File: src/rtl/fft_pkg.sv
// Shared constants, state encoding and helpers for the FFT butterfly
// stage controller.
package fft_pkg;

  localparam int ADDR_W = 9;
  localparam int TW_W   = 8;

  localparam logic [9:0] N_64  = 10'd64;
  localparam logic [9:0] N_128 = 10'd128;
  localparam logic [9:0] N_256 = 10'd256;
  localparam logic [9:0] N_512 = 10'd512;

  localparam logic [2:0] ST_IDLE  = 3'd0;
  localparam logic [2:0] ST_LOAD  = 3'd1;
  localparam logic [2:0] ST_RUN   = 3'd2;
  localparam logic [2:0] ST_DRAIN = 3'd3;
  localparam logic [2:0] ST_FIN   = 3'd4;

  typedef enum logic [2:0] {
    S_IDLE  = ST_IDLE,
    S_LOAD  = ST_LOAD,
    S_RUN   = ST_RUN,
    S_DRAIN = ST_DRAIN,
    S_FIN   = ST_FIN
  } state_e;

  // Zero marks an unsupported transform size.
  function automatic logic [3:0] log2N(input logic [9:0] n);
    case (n)
      N_64:    return 4'd6;
      N_128:   return 4'd7;
      N_256:   return 4'd8;
      N_512:   return 4'd9;
      default: return 4'd0;
    endcase
  endfunction

endpackage

File: src/rtl/fft_bf_addr_gen.sv
// Combinational butterfly pair and twiddle address generator for one
// {stage, butterfly index} point of an in-place radix-2 DIT pass.
module fft_bf_addr_gen #(
  parameter int ADDR_W = fft_pkg::ADDR_W,
  parameter int TW_W   = fft_pkg::TW_W
) (
  input  logic [3:0]        stage,
  input  logic [ADDR_W-1:0] b,
  output logic [ADDR_W-1:0] addr_a,
  output logic [ADDR_W-1:0] addr_b,
  output logic [TW_W-1:0]   tw_addr
);

  logic [ADDR_W-1:0]      span;
  logic [ADDR_W-1:0]      pos;
  logic [ADDR_W-1:0]      grp;
  logic [ADDR_W+TW_W-1:0] tw_w;

  always_comb begin
    span    = ADDR_W'(1) << stage;
    pos     = b & (span - ADDR_W'(1));
    grp     = (b >> stage) << (stage + 4'd1);
    addr_a  = grp | pos;
    addr_b  = addr_a + span;
    // Twiddle table is sized for 512 points, so stride ignores N.
    tw_w    = {{TW_W{1'b0}}, pos} << (TW_W - int'(stage));
    tw_addr = tw_w[TW_W-1:0];
  end

endmodule

File: src/rtl/fft_stage_ctrl.sv
// Sequences in-place radix-2 DIT butterfly passes: read pairs, twiddle
// addresses, delayed write-back pairs and a done pulse.
module fft_stage_ctrl #(
  parameter int ADDR_W = fft_pkg::ADDR_W,
  parameter int TW_W   = fft_pkg::TW_W,
  parameter int BF_LAT = 4
) (
  input  logic              clk,
  input  logic              rst_n,
  input  logic              start,
  input  logic [9:0]        N,
  output logic              rd_en,
  output logic [ADDR_W-1:0] rd_addr_a,
  output logic [ADDR_W-1:0] rd_addr_b,
  output logic [TW_W-1:0]   tw_addr,
  output logic              wr_en,
  output logic [ADDR_W-1:0] wr_addr_a,
  output logic [ADDR_W-1:0] wr_addr_b,
  output logic [3:0]        stage,
  output logic              busy,
  output logic              done,
  output logic              cfg_err
);

  import fft_pkg::*;

  localparam int PW = 2 * ADDR_W + 1;

  state_e            state_q, state_d;
  logic [ADDR_W-2:0] b_q, b_d;
  logic [ADDR_W-2:0] b_last_q, b_last_d;
  logic [3:0]        last_q, last_d;
  logic [3:0]        cnt_q, cnt_d;
  logic [3:0]        stage_q, stage_d;
  logic              rd_en_q, rd_en_d;
  logic [ADDR_W-1:0] ra_q, ra_d;
  logic [ADDR_W-1:0] rb_q, rb_d;
  logic [TW_W-1:0]   tw_q, tw_d;
  logic              busy_q, busy_d;
  logic              done_q, done_d;
  logic              cfg_q, cfg_d;
  logic [PW-1:0]     pipe_q [BF_LAT];
  logic [PW-1:0]     pipe_d [BF_LAT];

  logic [3:0]        n_log2;
  logic [3:0]        gen_stage;
  logic [ADDR_W-1:0] gen_b;
  logic [ADDR_W-1:0] gen_a;
  logic [ADDR_W-1:0] gen_bb;
  logic [TW_W-1:0]   gen_tw;

  assign n_log2 = log2N(N);

  fft_bf_addr_gen #(
    .ADDR_W (ADDR_W),
    .TW_W   (TW_W)
  ) u_gen (
    .stage   (gen_stage),
    .b       (gen_b),
    .addr_a  (gen_a),
    .addr_b  (gen_bb),
    .tw_addr (gen_tw)
  );

  // Next-state logic; gen_* point at the pair issued next cycle.
  always_comb begin
    state_d   = state_q;
    b_d       = b_q;
    b_last_d  = b_last_q;
    last_d    = last_q;
    cnt_d     = cnt_q;
    stage_d   = stage_q;
    busy_d    = busy_q;
    rd_en_d   = 1'b0;
    done_d    = 1'b0;
    cfg_d     = 1'b0;
    gen_stage = stage_q;
    gen_b     = '0;
    unique case (state_q)
      S_IDLE: begin
        if (start) begin
          if (n_log2 != 4'd0) begin
            state_d  = S_LOAD;
            last_d   = n_log2 - 4'd1;
            b_last_d = (ADDR_W-1)'((N >> 1) - 10'd1);
            busy_d   = 1'b1;
          end else begin
            cfg_d = 1'b1;
          end
        end
      end
      S_LOAD: begin
        state_d   = S_RUN;
        stage_d   = '0;
        b_d       = '0;
        rd_en_d   = 1'b1;
        gen_stage = '0;
      end
      S_RUN: begin
        if (b_q == b_last_q) begin
          state_d = S_DRAIN;
          cnt_d   = '0;
        end else begin
          b_d     = b_q + (ADDR_W-1)'(1);
          rd_en_d = 1'b1;
          gen_b   = ADDR_W'(b_d);
        end
      end
      S_DRAIN: begin
        if (cnt_q == 4'(BF_LAT - 1)) begin
          if (stage_q == last_q) begin
            state_d = S_FIN;
            done_d  = 1'b1;
            busy_d  = 1'b0;
          end else begin
            state_d   = S_RUN;
            stage_d   = stage_q + 4'd1;
            b_d       = '0;
            rd_en_d   = 1'b1;
            gen_stage = stage_d;
          end
        end else begin
          cnt_d = cnt_q + 4'd1;
        end
      end
      S_FIN: begin
        state_d = S_IDLE;
        stage_d = '0;
      end
      default: state_d = S_IDLE;
    endcase
  end

  always_comb begin
    ra_d = rd_en_d ? gen_a  : '0;
    rb_d = rd_en_d ? gen_bb : '0;
    tw_d = rd_en_d ? gen_tw : '0;
  end

  always_comb begin
    pipe_d[0] = {rd_en_q, ra_q, rb_q};
    for (int i = 1; i < BF_LAT; i++) begin
      pipe_d[i] = pipe_q[i-1];
    end
  end

  always_ff @(posedge clk or negedge rst_n) begin
    if (!rst_n) begin
      state_q  <= S_IDLE;
      b_q      <= '0;
      b_last_q <= '0;
      last_q   <= '0;
      cnt_q    <= '0;
      stage_q  <= '0;
      rd_en_q  <= 1'b0;
      ra_q     <= '0;
      rb_q     <= '0;
      tw_q     <= '0;
      busy_q   <= 1'b0;
      done_q   <= 1'b0;
      cfg_q    <= 1'b0;
      for (int i = 0; i < BF_LAT; i++) begin
        pipe_q[i] <= '0;
      end
    end else begin
      state_q  <= state_d;
      b_q      <= b_d;
      b_last_q <= b_last_d;
      last_q   <= last_d;
      cnt_q    <= cnt_d;
      stage_q  <= stage_d;
      rd_en_q  <= rd_en_d;
      ra_q     <= ra_d;
      rb_q     <= rb_d;
      tw_q     <= tw_d;
      busy_q   <= busy_d;
      done_q   <= done_d;
      cfg_q    <= cfg_d;
      for (int i = 0; i < BF_LAT; i++) begin
        pipe_q[i] <= pipe_d[i];
      end
    end
  end

  assign rd_en     = rd_en_q;
  assign rd_addr_a = ra_q;
  assign rd_addr_b = rb_q;
  assign tw_addr   = tw_q;
  assign wr_en     = pipe_q[BF_LAT-1][PW-1];
  assign wr_addr_a = pipe_q[BF_LAT-1][PW-2:ADDR_W];
  assign wr_addr_b = pipe_q[BF_LAT-1][ADDR_W-1:0];
  assign stage     = stage_q;
  assign busy      = busy_q;
  assign done      = done_q;
  assign cfg_err   = cfg_q;

endmodule

File: config.mk
export PLATFORM = sky130hd
export DESIGN_NAME = fft_stage_ctrl
export DESIGN_NICKNAME = d
export VERILOG_FILES = /design/src/rtl/fft_pkg.sv /design/src/rtl/fft_bf_addr_gen.sv /design/src/rtl/fft_stage_ctrl.sv
export SDC_FILE = /design/constraint.sdc
export NUM_CORES = 1
export LEC_CHECK = 0
export ABC_AREA = 1
export BUFFER_PORTS_ARGS = -buffer_cell sky130_fd_sc_hd__buf_2
export CAP_MARGIN = 25
export CORE_MARGIN = 4
export CORE_UTILIZATION = 50
export DETAILED_ROUTE_END_ITERATION = 10
export PLACE_DENSITY_LB_ADDON = 0.08
export SLEW_MARGIN = 30
export SYNTH_ARGS = -nofsm -noshare
export SYNTH_HDL_FRONTEND = slang
export SYNTH_HIERARCHICAL = 1
export SYNTH_SLANG_ARGS = --single-unit
File: constraint.sdc
create_clock -name clk -period 8.28 [get_ports clk]
set_clock_uncertainty 0.05 [all_clocks]
set_input_delay 0.828 -clock clk [delete_from_list [all_inputs] [get_ports clk]]
set_output_delay 0.828 -clock clk [all_outputs]
set_load 0.02 [all_outputs]
==> metrics.txt, run 1 <==
Slew Viols, Final=0; most frequent cells in the layout=nand2_1, dfrtp_1, inv_1, nand3_1, buf_2; WL met1=6740 um; sequential share of the synthesized area=0.492; Crit Path Class=flip-flop to flip-flop; hold path start=pipe_d[52]$_DFF_PN0_; period utilisation layout=0.579; critical path arrival=5.04 ns; share of power burned in registers=0.478; top cell type's share of synthesized area=0.492; CP endpoint kind=flip-flop; Syn Area/Cell=8.86 um2; setup TNS=0 ns; Die Footprint=0.0159 mm2; Final Hold Viols=0; core area=0.0135 mm2; unrepaired setup endpoints after global routing=no; layout cells sized above 1=0.221; pin count of the biggest net entering global routing=79; CTS sink count=137; commonest non-fill, non-tap cell in the layout=nand2_1; IO buf count=65; number of flops mapped to enable cells by yosys=0; Clock Latency Late Sink=0.42 ns; routed via count=5179; startpoint types=flip-flop; Worst Setup Slack, final=3.49 ns; main flop type after synthesis=dfrtp_1; mapped cell area=0.00696 mm2; highest metal used=met4; # setup viols final=0; CTS root buf=clkbuf_16; Worst path max stage delay=0.50 ns; Max VDD drop=144 uV; Worst path slowest cell=inv_1; R2R Setup Slk=3.49 ns; CTS tree=done; row cnt=42; Yosys top cell by area=dfrtp_1; GR Overflow Total=0; number of global-route vias before repair=5134; Detail Route Antenna Nets=0; Critical Path RT=8.53 ns; pre-CTS setup slack=3.57 ns; Post-CTS Hold Buffers=0; DRC errors left=0; Routed WL per cell=14.4 um; Logic pwr share=0.017; iteration-0 DRC count of the detailed router=331; Hold EP=pipe_d[33]$_DFF_PN0_; number of diodes=0; Nets=877; Max Cap Violations=0; TritonCTS buffer count=17; P_leak=4.03 nW; R2R depth=27; Pwr Density=179 mW/mm2; min cycle time layout=4.79 ns; met2 WL=7150 um; GPL Wtd Cong=0.894; Slew @ Worst Pin=0.963 ns; cell mode on critical path=nand2_1; Clk pwr share=0.505; Max FO, Critical Path=31; FF-to-FF End=rd_addr_b[7]$_DFF_PN0_; Vert. Die Dim=126 um; Int Power=1.10 mW; post_cts resized=0; starting density of the core=0.518; synth top area cells=dfrtp_1, nand2_1, inv_1; sw frac=0.217; final WL=14800 um; Clock Path Buffers=2; Ports=66; GRT Resource Usage Total=0.195; Setup Fix Bufs, Post-CTS=0; first-pass GRT wire length=24900 um; HPWL Detailed=11000 um; Area Growth Syn to Fin=12.6%; Yosys reg bits=137; Async SR Flop Fraction=1.00; initial antenna violation count=0; Clock transition at path regs=0.06 ns; H-tree Lvls=4; metal3 WL=711 um; Syn Inst Count=786; YS warnings=6; chip width=126 um; f_max=0.209 GHz; vias per cell=5.03; Slew Limit Headroom=0.351; outcome=finished, final reports clean; Hold Path Stages=0; reg2reg start=cnt_q[0]$_DFFE_PN0P_; library cells used by synthesis=51; drt pass-1 iters=5; Hold Crit Class=flip-flop to flip-flop; Psw=305 uW
[sequential cells by signal (all words and copies together) (netlist names)]
name / cells
busy: 1
rd_addr_b: 9
wr_en: 1
tw_addr: 8
b_q: 8
last_q: 4
rd_en: 1
stage: 4
cnt_q: 4
b_last_q: 8
cfg_err: 1
wr_addr_a: 9
done: 1
state_q: 3
wr_addr_b: 9
pipe_d: 57
rd_addr_a: 9
[power groups by stage]
| stage | Sequential [mW] | Clock, mW | Combinational (mW) |
|---|---|---|---|
| CTS | 0.670 | 0.729 | 0.0254 |
| finish | 0.670 | 0.708 | 0.0245 |
| detailed placement | 0.682 | 0 | 0.0253 |
| floorplan | 0.682 | 0 | 0.00605 |
| global route | 0.669 | 0.766 | 0.0291 |
| global placement | 0.682 | 0 | 0.0243 |
[cells in the mapped netlist, types with 6 or more instances]
cell type	number
nand2_1	171
dfrtp_1	137
inv_1	110
nand3_1	78
nor2_1	44
o21ai_0	25
nor2_2	24
ha_1	22
buf_4	19
xor2_1	19
nand2_2	17
a21oi_1	11
nand4_1	11
inv_2	10
nand3_2	10
o21ai_1	7
o211ai_1	6
o21ai_2	6
[critical path: cells and delay by family (launching register included)]
family / cells / cell delay [ns]
adders and majority gates: 3 / 0.99
AOI/OAI and AO/OA: 5 / 0.84
buffers and inverters: 6 / 1.40
DFF: 1 / 0.39
and+or+nand+nor: 13 / 1.01
[per-stage QoR]
| stage | hold slack [ns] | utilization | area, um2 | power [mW] | std cells |
|---|---|---|---|---|---|
| final | 0.292 | 0.583 | 7840 | 1.40 | 1030 |
| after global routing | 0.298 | 0.583 | 7840 | 1.46 | 1030 |
| after CTS | 0.294 | 0.582 | 7840 | 1.42 | 1030 |
| after detailed placement | 0.285 | 0.541 | 7270 | 0.707 | 998 |
| after global placement | 0.281 | 0.541 | 7270 | 0.706 | 998 |
| after floorplan | 0.281 | - | 6970 | 0.688 | 788 |
[metal layers]
layer,up-vias,track usage
met5,-,0
met4,0,0.0669
met3,20,0.0491
met2,121,0.309
met1,2474,0.263
li1,2564,-
[cell families (layout without fill, tap and decap cells)]
kind of cell / after synthesis / count (layout) / share of synthesized area
AND/OR/NAND/NOR: 376 / 376 / 0.264
buffers and inverters: 157 / 223 / 0.108
flip-flops: 137 / 137 / 0.492
AO/OA/AOI/OAI: 68 / 68 / 0.0625
adder cells (fa/ha/maj): 23 / 23 / 0.0424
XOR/XNOR: 23 / 23 / 0.0289
other: 1 / 3 / 0.000538
multiplexers: 1 / 1 / 0.00144
[how the worst max path moves through the flow]
stage                             end  slack [ns]  depth (start not counted)            startpoint
5_1_grt        rd_addr_b[6]$_DFF_PN0_        2.95                         26  stage[1]$_DFFE_PN0P_
6_report       rd_addr_b[7]$_DFF_PN0_        3.49                         27  cnt_q[0]$_DFFE_PN0P_
3_3_place_gp   rd_addr_b[6]$_DFF_PN0_        3.71                         24  cnt_q[0]$_DFFE_PN0P_
3_5_place_dp   rd_addr_b[6]$_DFF_PN0_        3.57                         26  stage[1]$_DFFE_PN0P_
2_1_floorplan  rd_addr_b[7]$_DFF_PN0_        3.77                         30  stage[1]$_DFFE_PN0P_
4_1_cts        rd_addr_b[6]$_DFF_PN0_        3.52                         25  cnt_q[0]$_DFFE_PN0P_
[cell type report]
cell class / instances / area, um2
fill: 1235 / 5610
sequential: 137 / 3430
multi-input combinational: 494 / 2800
inverter: 124 / 480
clock buffer: 19 / 443
timing repair buffer: 67 / 350
tap: 176 / 220
clock inverter: 13 / 119
Note: power is estimated with default switching activity, not from simulation.
==> run 2, diff against run 1 <==
--- a/config.mk
+++ b/config.mk
@@ -5,7 +5,7 @@
 export SDC_FILE = /design/constraint.sdc
 export NUM_CORES = 1
 export LEC_CHECK = 0
-export ABC_AREA = 1
+export ABC_AREA = 0
 export BUFFER_PORTS_ARGS = -buffer_cell sky130_fd_sc_hd__buf_2
 export CAP_MARGIN = 25
 export CORE_MARGIN = 4
==> constraint.sdc (replaced) <==
create_clock -name clk -period 4.31 [get_ports clk]
set_clock_uncertainty 0.05 [all_clocks]
set_input_delay 0.431 -clock clk [delete_from_list [all_inputs] [get_ports clk]]
set_output_delay 0.431 -clock clk [all_outputs]
set_load 0.02 [all_outputs]
==> metrics.txt, run 2 <==
outcome=finished, violations left; failing checks=negative setup slack; vias per cell=5.21 (+3.6%); initial antenna violation count=0 (unchanged); HPWL Detailed=11500 um (+5.2%); Worst Setup Slack, final=-0.475 ns (-3.96 ns); Clock Latency Late Sink=0.42 ns (about the same); TritonCTS buffer count=17 (unchanged); top-count cell post-synth=dfrtp_1; period utilisation layout=1.11 (+0.532); Ports=66 (unchanged); final hold slack=0.0746 ns (-0.218 ns); IO buf count=65 (unchanged); pin count of the biggest net entering global routing=107 (+35%); number of global-route vias before repair=5167 (+0.64%); unrepaired setup endpoints after global routing=yes; critical path arrival=5.09 ns (+0.05 ns); max reg flops=57 (unchanged); Syn Inst Count=582 (-26%); # setup viols final=5 (+5); chip width=121 um (-3.9%); commonest non-fill, non-tap cell in the layout=buf_4; Die Footprint=0.0147 mm2 (-7.7%); Syn Area/Cell=11.0 um2 (+24%); f_max=0.209 GHz (+0.14%); Int Power=4.10 mW (+270%); Worst path slowest cell=or3b_4; Slew Limit Headroom=0.328 (-0.0234); Crit Path Class=flip-flop to flip-flop; CP endpoint kind=flip-flop; Worst path max stage delay=0.40 ns (-0.10 ns); core area=0.0126 mm2 (-6.6%); Max VDD drop=312 uV (+120%); top cell type's share of synthesized area=0.536 (+0.0440); YS warnings=6 (unchanged); Max Cap Violations=0 (unchanged); Vert. Die Dim=121 um (-3.9%); CTS sink count=137 (unchanged); mapped cell area=0.00639 mm2 (-8.2%); Clock Path Buffers=2 (unchanged); Slew Viols, Final=0 (unchanged); Max FO, Critical Path=8 (-74%); starting density of the core=0.509 (-0.00906); first-pass GRT wire length=26500 um (+6.3%); multi-input logic area=0.00296 mm2 (+5.8%); Area Growth Syn to Fin=38.4%; Util after Layout=0.704 (+0.121); Psw=2.45 mW (+700%); Yosys reg bits=137 (unchanged); Nets=820 (-6.5%); Final Hold Viols=0 (unchanged); Post-CTS Hold Buffers=0 (unchanged); iteration-0 DRC count of the detailed router=335 (+1.2%); GRT Resource Usage Total=0.236 (+0.0406); final WL=17000 um (+15%); setup TNS=-1.93 ns (-1.93 ns); routed via count=5049 (-2.5%); sw frac=0.374 (+0.156); startpoint types=flip-flop; drt pass-1 iters=4 (-1); Fillers=884 (-28%); Critical Path RT=4.61 ns (-3.92 ns); Logic pwr share=0.519 (+0.502); most frequent cells in the layout=buf_4, dfrtp_1, buf_2, nand2_1, nor2_1; most frequent cells after synthesis=dfrtp_1, nand2_1, nor2_1; Post-DP Area=0.00787 mm2 (+8.2%); critical-path cell list=ha_2, or3b_4, a41o_1, buf_6, nor3_4, a21oi_2, o22ai_2, buf_12, buf_12, inv_6, ha_4, buf_6, or3_1, o21ai_1, a22oi_2, o21bai_1, ha_1, a21o_1, a21o_1, maj3_2, o221ai_2, xnor2_1, nor2b_2; GR Overflow Total=0 (unchanged); main flop type after synthesis=dfrtp_1; H-tree Lvls=4 (unchanged); total power=6.55 mW (+370%); Clock transition at path regs=0.07 ns (about the same); synth top area cells=dfrtp_1, xnor2_1, ha_1; GPL Wtd Cong=0.931 (+4.2%); library cells used by synthesis=64 (+25%); FF/Latch Area=0.00343 mm2 (unchanged); row cnt=41 (-2.4%); Async SR Flop Fraction=1.00 (unchanged); Slew @ Worst Pin=0.999 ns (+0.0360 ns); P_leak=4.58 nW (+14%); Pwr Density=740 mW/mm2 (+310%); share of power burned in registers=0.259 (-0.219); Routed WL per cell=17.6 um (+22%); number of flops mapped to enable cells by yosys=0 (unchanged); final instance area=0.00885 mm2 (+13%); Detail Route Antenna Nets=0 (unchanged); layout cells sized above 1=0.394 (+0.173); min cycle time layout=4.78 ns (-0.00655 ns); CTS root buf=clkbuf_16; Clk pwr share=0.222 (-0.283); sequential share of the synthesized area=0.536 (+0.0440); Yosys top cell by area=dfrtp_1; DRC errors left=0 (unchanged); CTS tree=done; number of diodes=0 (unchanged); Hold Crit Class=input pin to asynchronous set/reset pin
## run 2: cell types whose count changed after synthesis, sizes merged, moves of 7 or more
| cell | change |
|---|---|
| nor3 | +13 |
| nand2 | -140 |
| xnor2 | +29 |
| nand3 | -77 |
| o21ai | -23 |
| a21oi | +8 |
| clkbuf | +10 |
| xor2 | -7 |
| nor2 | -34 |
| nor2b | +34 |
| inv | -101 |
| mux2i | +13 |
| a21o | +14 |
## run 2: logic make-up (layout without fill, tap and decap cells)
logic type | count (synthesis) | count (layout) | share of synthesized area
buffers and inverters | 63 | 273 | 0.0528
muxes | 19 | 19 | 0.0360
DFF | 137 | 137 | 0.536
adders and majority gates | 24 | 24 | 0.0480
and+or+nand+nor | 192 | 192 | 0.150
other | 1 | 6 | 0.000587
xor gates and xnor gates | 45 | 45 | 0.0617
AOI/OAI and AO/OA | 101 | 101 | 0.115
## run 2: repair_timing
action,in CTS,in global routing
gates resized for setup,23,36
setup endpoints to repair,5,9
buffers inserted,11,7
pin swaps,25,25
## run 2: area by class of cell
class,instances,share of cell area
Clock buffer,20,0.0505
Timing Repair Buffer,217,0.177
Tap cell,172,0.0243
Inverter,24,0.0109
Sequential cell,137,0.387
Multi-Input combinational cell,387,0.335
Clock inverter,12,0.0158
## run 2: path summary, 6_finish.rpt
path / startpoint / end / slack [ns] / depth (start not counted)
max: cnt_q[1]$_DFFE_PN0P_ / rd_addr_b[8]$_DFF_PN0_ / -0.47 / 23
min: rst_n / pipe_d[10]$_DFF_PN0_ / 0.07 / 1
max reg2reg: cnt_q[1]$_DFFE_PN0P_ / rd_addr_b[8]$_DFF_PN0_ / -0.47 / 23
min reg2reg: pipe_d[28]$_DFF_PN0_ / pipe_d[9]$_DFF_PN0_ / 0.29 / 0
max in group asynchronous: rst_n / pipe_d[25]$_DFF_PN0_ / 3.24 / 2
min in group clk: pipe_d[28]$_DFF_PN0_ / pipe_d[9]$_DFF_PN0_ / 0.29 / 0
## run 2: critical path, delay by kind of cell (launching register included)
| family | cells | cell delay [ns] |
|---|---|---|
| AOI/OAI and AO/OA | 9 | 1.42 |
| adders and majority gates | 4 | 1.09 |
| and+or+nand+nor | 4 | 1.01 |
| buffers and inverters | 5 | 0.61 |
| DFF | 1 | 0.37 |
| xor gates and xnor gates | 1 | 0.13 |
## run 2: per-layer routing
metal / wire (um) / part of all wire / global-route usage
met4: 227 / 0.013 / 0.0694
met5: 0 / 0 / 0
met2: 8660 / 0.51 / 0.399
met3: 650 / 0.038 / 0.0462
met1: 7510 / 0.44 / 0.308
## run 2: metrics by stage
stage                     std cells  setup slack (ns)
after global placement          921            -0.456
final                           969            -0.475
after CTS                       963            -0.436
after global routing            969            -0.685
after detailed placement        921            -0.537
after floorplan                 587            -0.493
## run 2: power groups by stage
stage | logic [mW] | clock network [mW] | registers (mW)
CTS | 3.10 | 1.47 | 1.69
global placement | 2.92 | 0 | 1.68
detailed placement | 2.94 | 0 | 1.70
floorplan | 1.78 | 0 | 1.74
finish | 3.40 | 1.45 | 1.70
global route | 3.66 | 1.53 | 1.72
==> run 3, diff against run 2 <==
--- a/config.mk
+++ b/config.mk
@@ -8,7 +8,7 @@
 export ABC_AREA = 0
 export BUFFER_PORTS_ARGS = -buffer_cell sky130_fd_sc_hd__buf_2
 export CAP_MARGIN = 25
-export CORE_MARGIN = 4
+export CORE_MARGIN = 5
 export CORE_UTILIZATION = 50
 export DETAILED_ROUTE_END_ITERATION = 10
 export PLACE_DENSITY_LB_ADDON = 0.08
==> metrics.txt, run 3 (synthesis gave the netlist of run 2 again) <==
initial antenna violation count=0 (unchanged); CP endpoint kind=flip-flop; startpoint types=flip-flop; IO buf count=65 (unchanged); TritonCTS buffer count=17 (unchanged); Ports=66 (unchanged); chip width=123 um (+1.7%); commonest non-fill, non-tap cell in the layout=buf_4; Buf/Inv on CP=1 (-4); Crit Path Class=flip-flop to flip-flop; Clock Latency Late Sink=0.42 ns (about the same); core area=0.0126 mm2 (unchanged); CP top delay family=compound AO/OA/AOI/OAI gates; CTS tree=done; Fillers=918 (+3.8%); Util after Layout=0.697 (-0.00687); Final Hold Viols=0 (unchanged); Worst path slowest cell=mux4_2; failing checks=negative setup slack; Clk pwr share=0.223 (about the same); number of global-route vias before repair=5176 (+0.17%); Max VDD drop=434 uV (+39%); final WL=16600 um (-2.8%); most frequent cells in the layout=buf_4, dfrtp_1, buf_2, nand2_1, nor2_1; critical path arrival=5.03 ns (-0.06 ns); starting density of the core=0.509 (unchanged); Crit path depth=22 (-4.3%); final hold slack=0.0700 ns (-0.00460 ns); row cnt=41 (unchanged); Hold Crit Class=input pin to asynchronous set/reset pin; Slew @ Worst Pin=0.896 ns (-0.103 ns); period utilisation layout=1.10 (-0.0105); Detail Route Antenna Nets=0 (unchanged); Routed WL per cell=17.1 um (-2.8%); Vert. Die Dim=123 um (+1.7%); GR Overflow Total=0 (unchanged); sw frac=0.372 (-0.00149); GPL Wtd Cong=0.951 (+2.2%); routed via count=4926 (-2.4%); Slew Limit Headroom=0.397 (+0.0696); share of power burned in registers=0.257 (-0.002); H-tree Lvls=4 (unchanged); min cycle time layout=4.74 ns (-0.0455 ns); Psw=2.43 mW (-0.74%); Die Footprint=0.0151 mm2 (+3.3%); Max Cap Violations=0 (unchanged); GRT Resource Usage Total=0.227 (-0.00920); number of diodes=0 (unchanged); Worst Setup Slack, final=-0.429 ns (+0.0455 ns); layout cells sized above 1=0.383 (-0.0113); Int Power=4.10 mW (-0.11%); first-pass GRT wire length=26300 um (-0.83%); DRC errors left=0 (unchanged); critical-path cell list=ha_2, or3b_4, a41o_1, nand2_1, o21ai_2, a22o_2, buf_6, mux2i_2, mux4_2, or3_1, o21ai_2, a22oi_2, nor2b_1, a211o_1, nand2_2, ha_4, a21o_1, or2_4, a21o_1, o221ai_2, xnor2_1, nor2b_1; Worst path max stage delay=0.50 ns (+0.10 ns); R2R depth=22 (-4.3%); unrepaired setup endpoints after global routing=yes; Max FO, Critical Path=5 (-3); P_leak=4.55 nW (-0.73%); f_max=0.211 GHz (+0.96%); Clock transition at path regs=0.06 ns (about the same); Pwr Density=745 mW/mm2 (+0.64%); CTS sink count=137 (unchanged); Area Growth Syn to Fin=37.1%; iteration-0 DRC count of the detailed router=375 (+12%); CTS root buf=clkbuf_16; Logic pwr share=0.519 (about the same); max reg flops=57 (unchanged); Post-CTS Hold Buffers=0 (unchanged); drt pass-1 iters=4 (unchanged); # setup viols final=6 (+1); outcome=finished, violations left; Clock Path Buffers=2 (unchanged); pin count of the biggest net entering global routing=111 (+3.7%); HPWL Detailed=11300 um (-2.0%); vias per cell=5.08 (-2.4%); Slew Viols, Final=0 (unchanged); Critical Path RT=4.60 ns (about the same); Nets=822 (+0.24%)
-- run 3: timing repair --
action                                  CTS  global route
pin swaps                                20            15
endpoints found under the setup margin    6            13
gates resized for setup                  17            23
hold endpoints to repair                  0             0
cloned                                    0             2
buffers inserted                         19            11
-- run 3: path summary, 6_finish.rpt --
path                                      startpoint                endpoint  slack (ns)
worst min register to register  pipe_d[53]$_DFF_PN0_    pipe_d[34]$_DFF_PN0_        0.29
min in group clk                               start       cfg_err$_DFF_PN0_        0.28
max in group asynchronous                      rst_n   last_q[2]$_DFFE_PN0P_        3.26
worst max register to register  cnt_q[0]$_DFFE_PN0P_  rd_addr_b[8]$_DFF_PN0_       -0.43
worst min-delay path                           rst_n    pipe_d[48]$_DFF_PN0_        0.07
worst max-delay path            cnt_q[0]$_DFFE_PN0P_  rd_addr_b[8]$_DFF_PN0_       -0.43
-- run 3: metrics by stage --
stage / cells / setup WS (ns) / setup TNS, ns / cell area (um2) / power [mW]
2_1_floorplan: 587 / -0.493 / -1.70 / 6560 / 3.53
3_3_place_gp: 907 / -0.484 / -1.91 / 7760 / 4.54
3_5_place_dp: 907 / -0.546 / -2.21 / 7760 / 4.56
4_1_cts: 956 / -0.381 / -1.83 / 8550 / 6.26
5_1_grt: 969 / -0.625 / -3.43 / 8760 / 6.91
6_report: 969 / -0.429 / -2.14 / 8760 / 6.53
-- run 3: routing by layer --
layer	share of wire	global-route usage	vias to the layer above
met1	0.45	0.304	2416
met3	0.039	0.0499	12
met4	0.010	0.0581	0
met2	0.50	0.376	116
li1	-	-	2382
met5	0	0	-
-- run 3: layout make-up --
cell class / count / area [um2] / area share
flip-flops and latches: 137 / 3430 / 0.391
multi-input cells: 387 / 2890 / 0.329
repair buffers: 219 / 1560 / 0.178
clock buffers: 19 / 443 / 0.0505
well taps: 172 / 215 / 0.0246
clock inverters: 11 / 138 / 0.0157
inverters: 24 / 93.8 / 0.0107
-- run 3: power groups by stage --
stage | Sequential [mW] | Clock, mW | Combinational [mW]
after detailed placement | 1.69 | 0 | 2.87
after global placement | 1.67 | 0 | 2.87
after global routing | 1.71 | 1.54 | 3.66
after CTS | 1.69 | 1.49 | 3.09
after floorplan | 1.74 | 0 | 1.78
final | 1.68 | 1.46 | 3.39
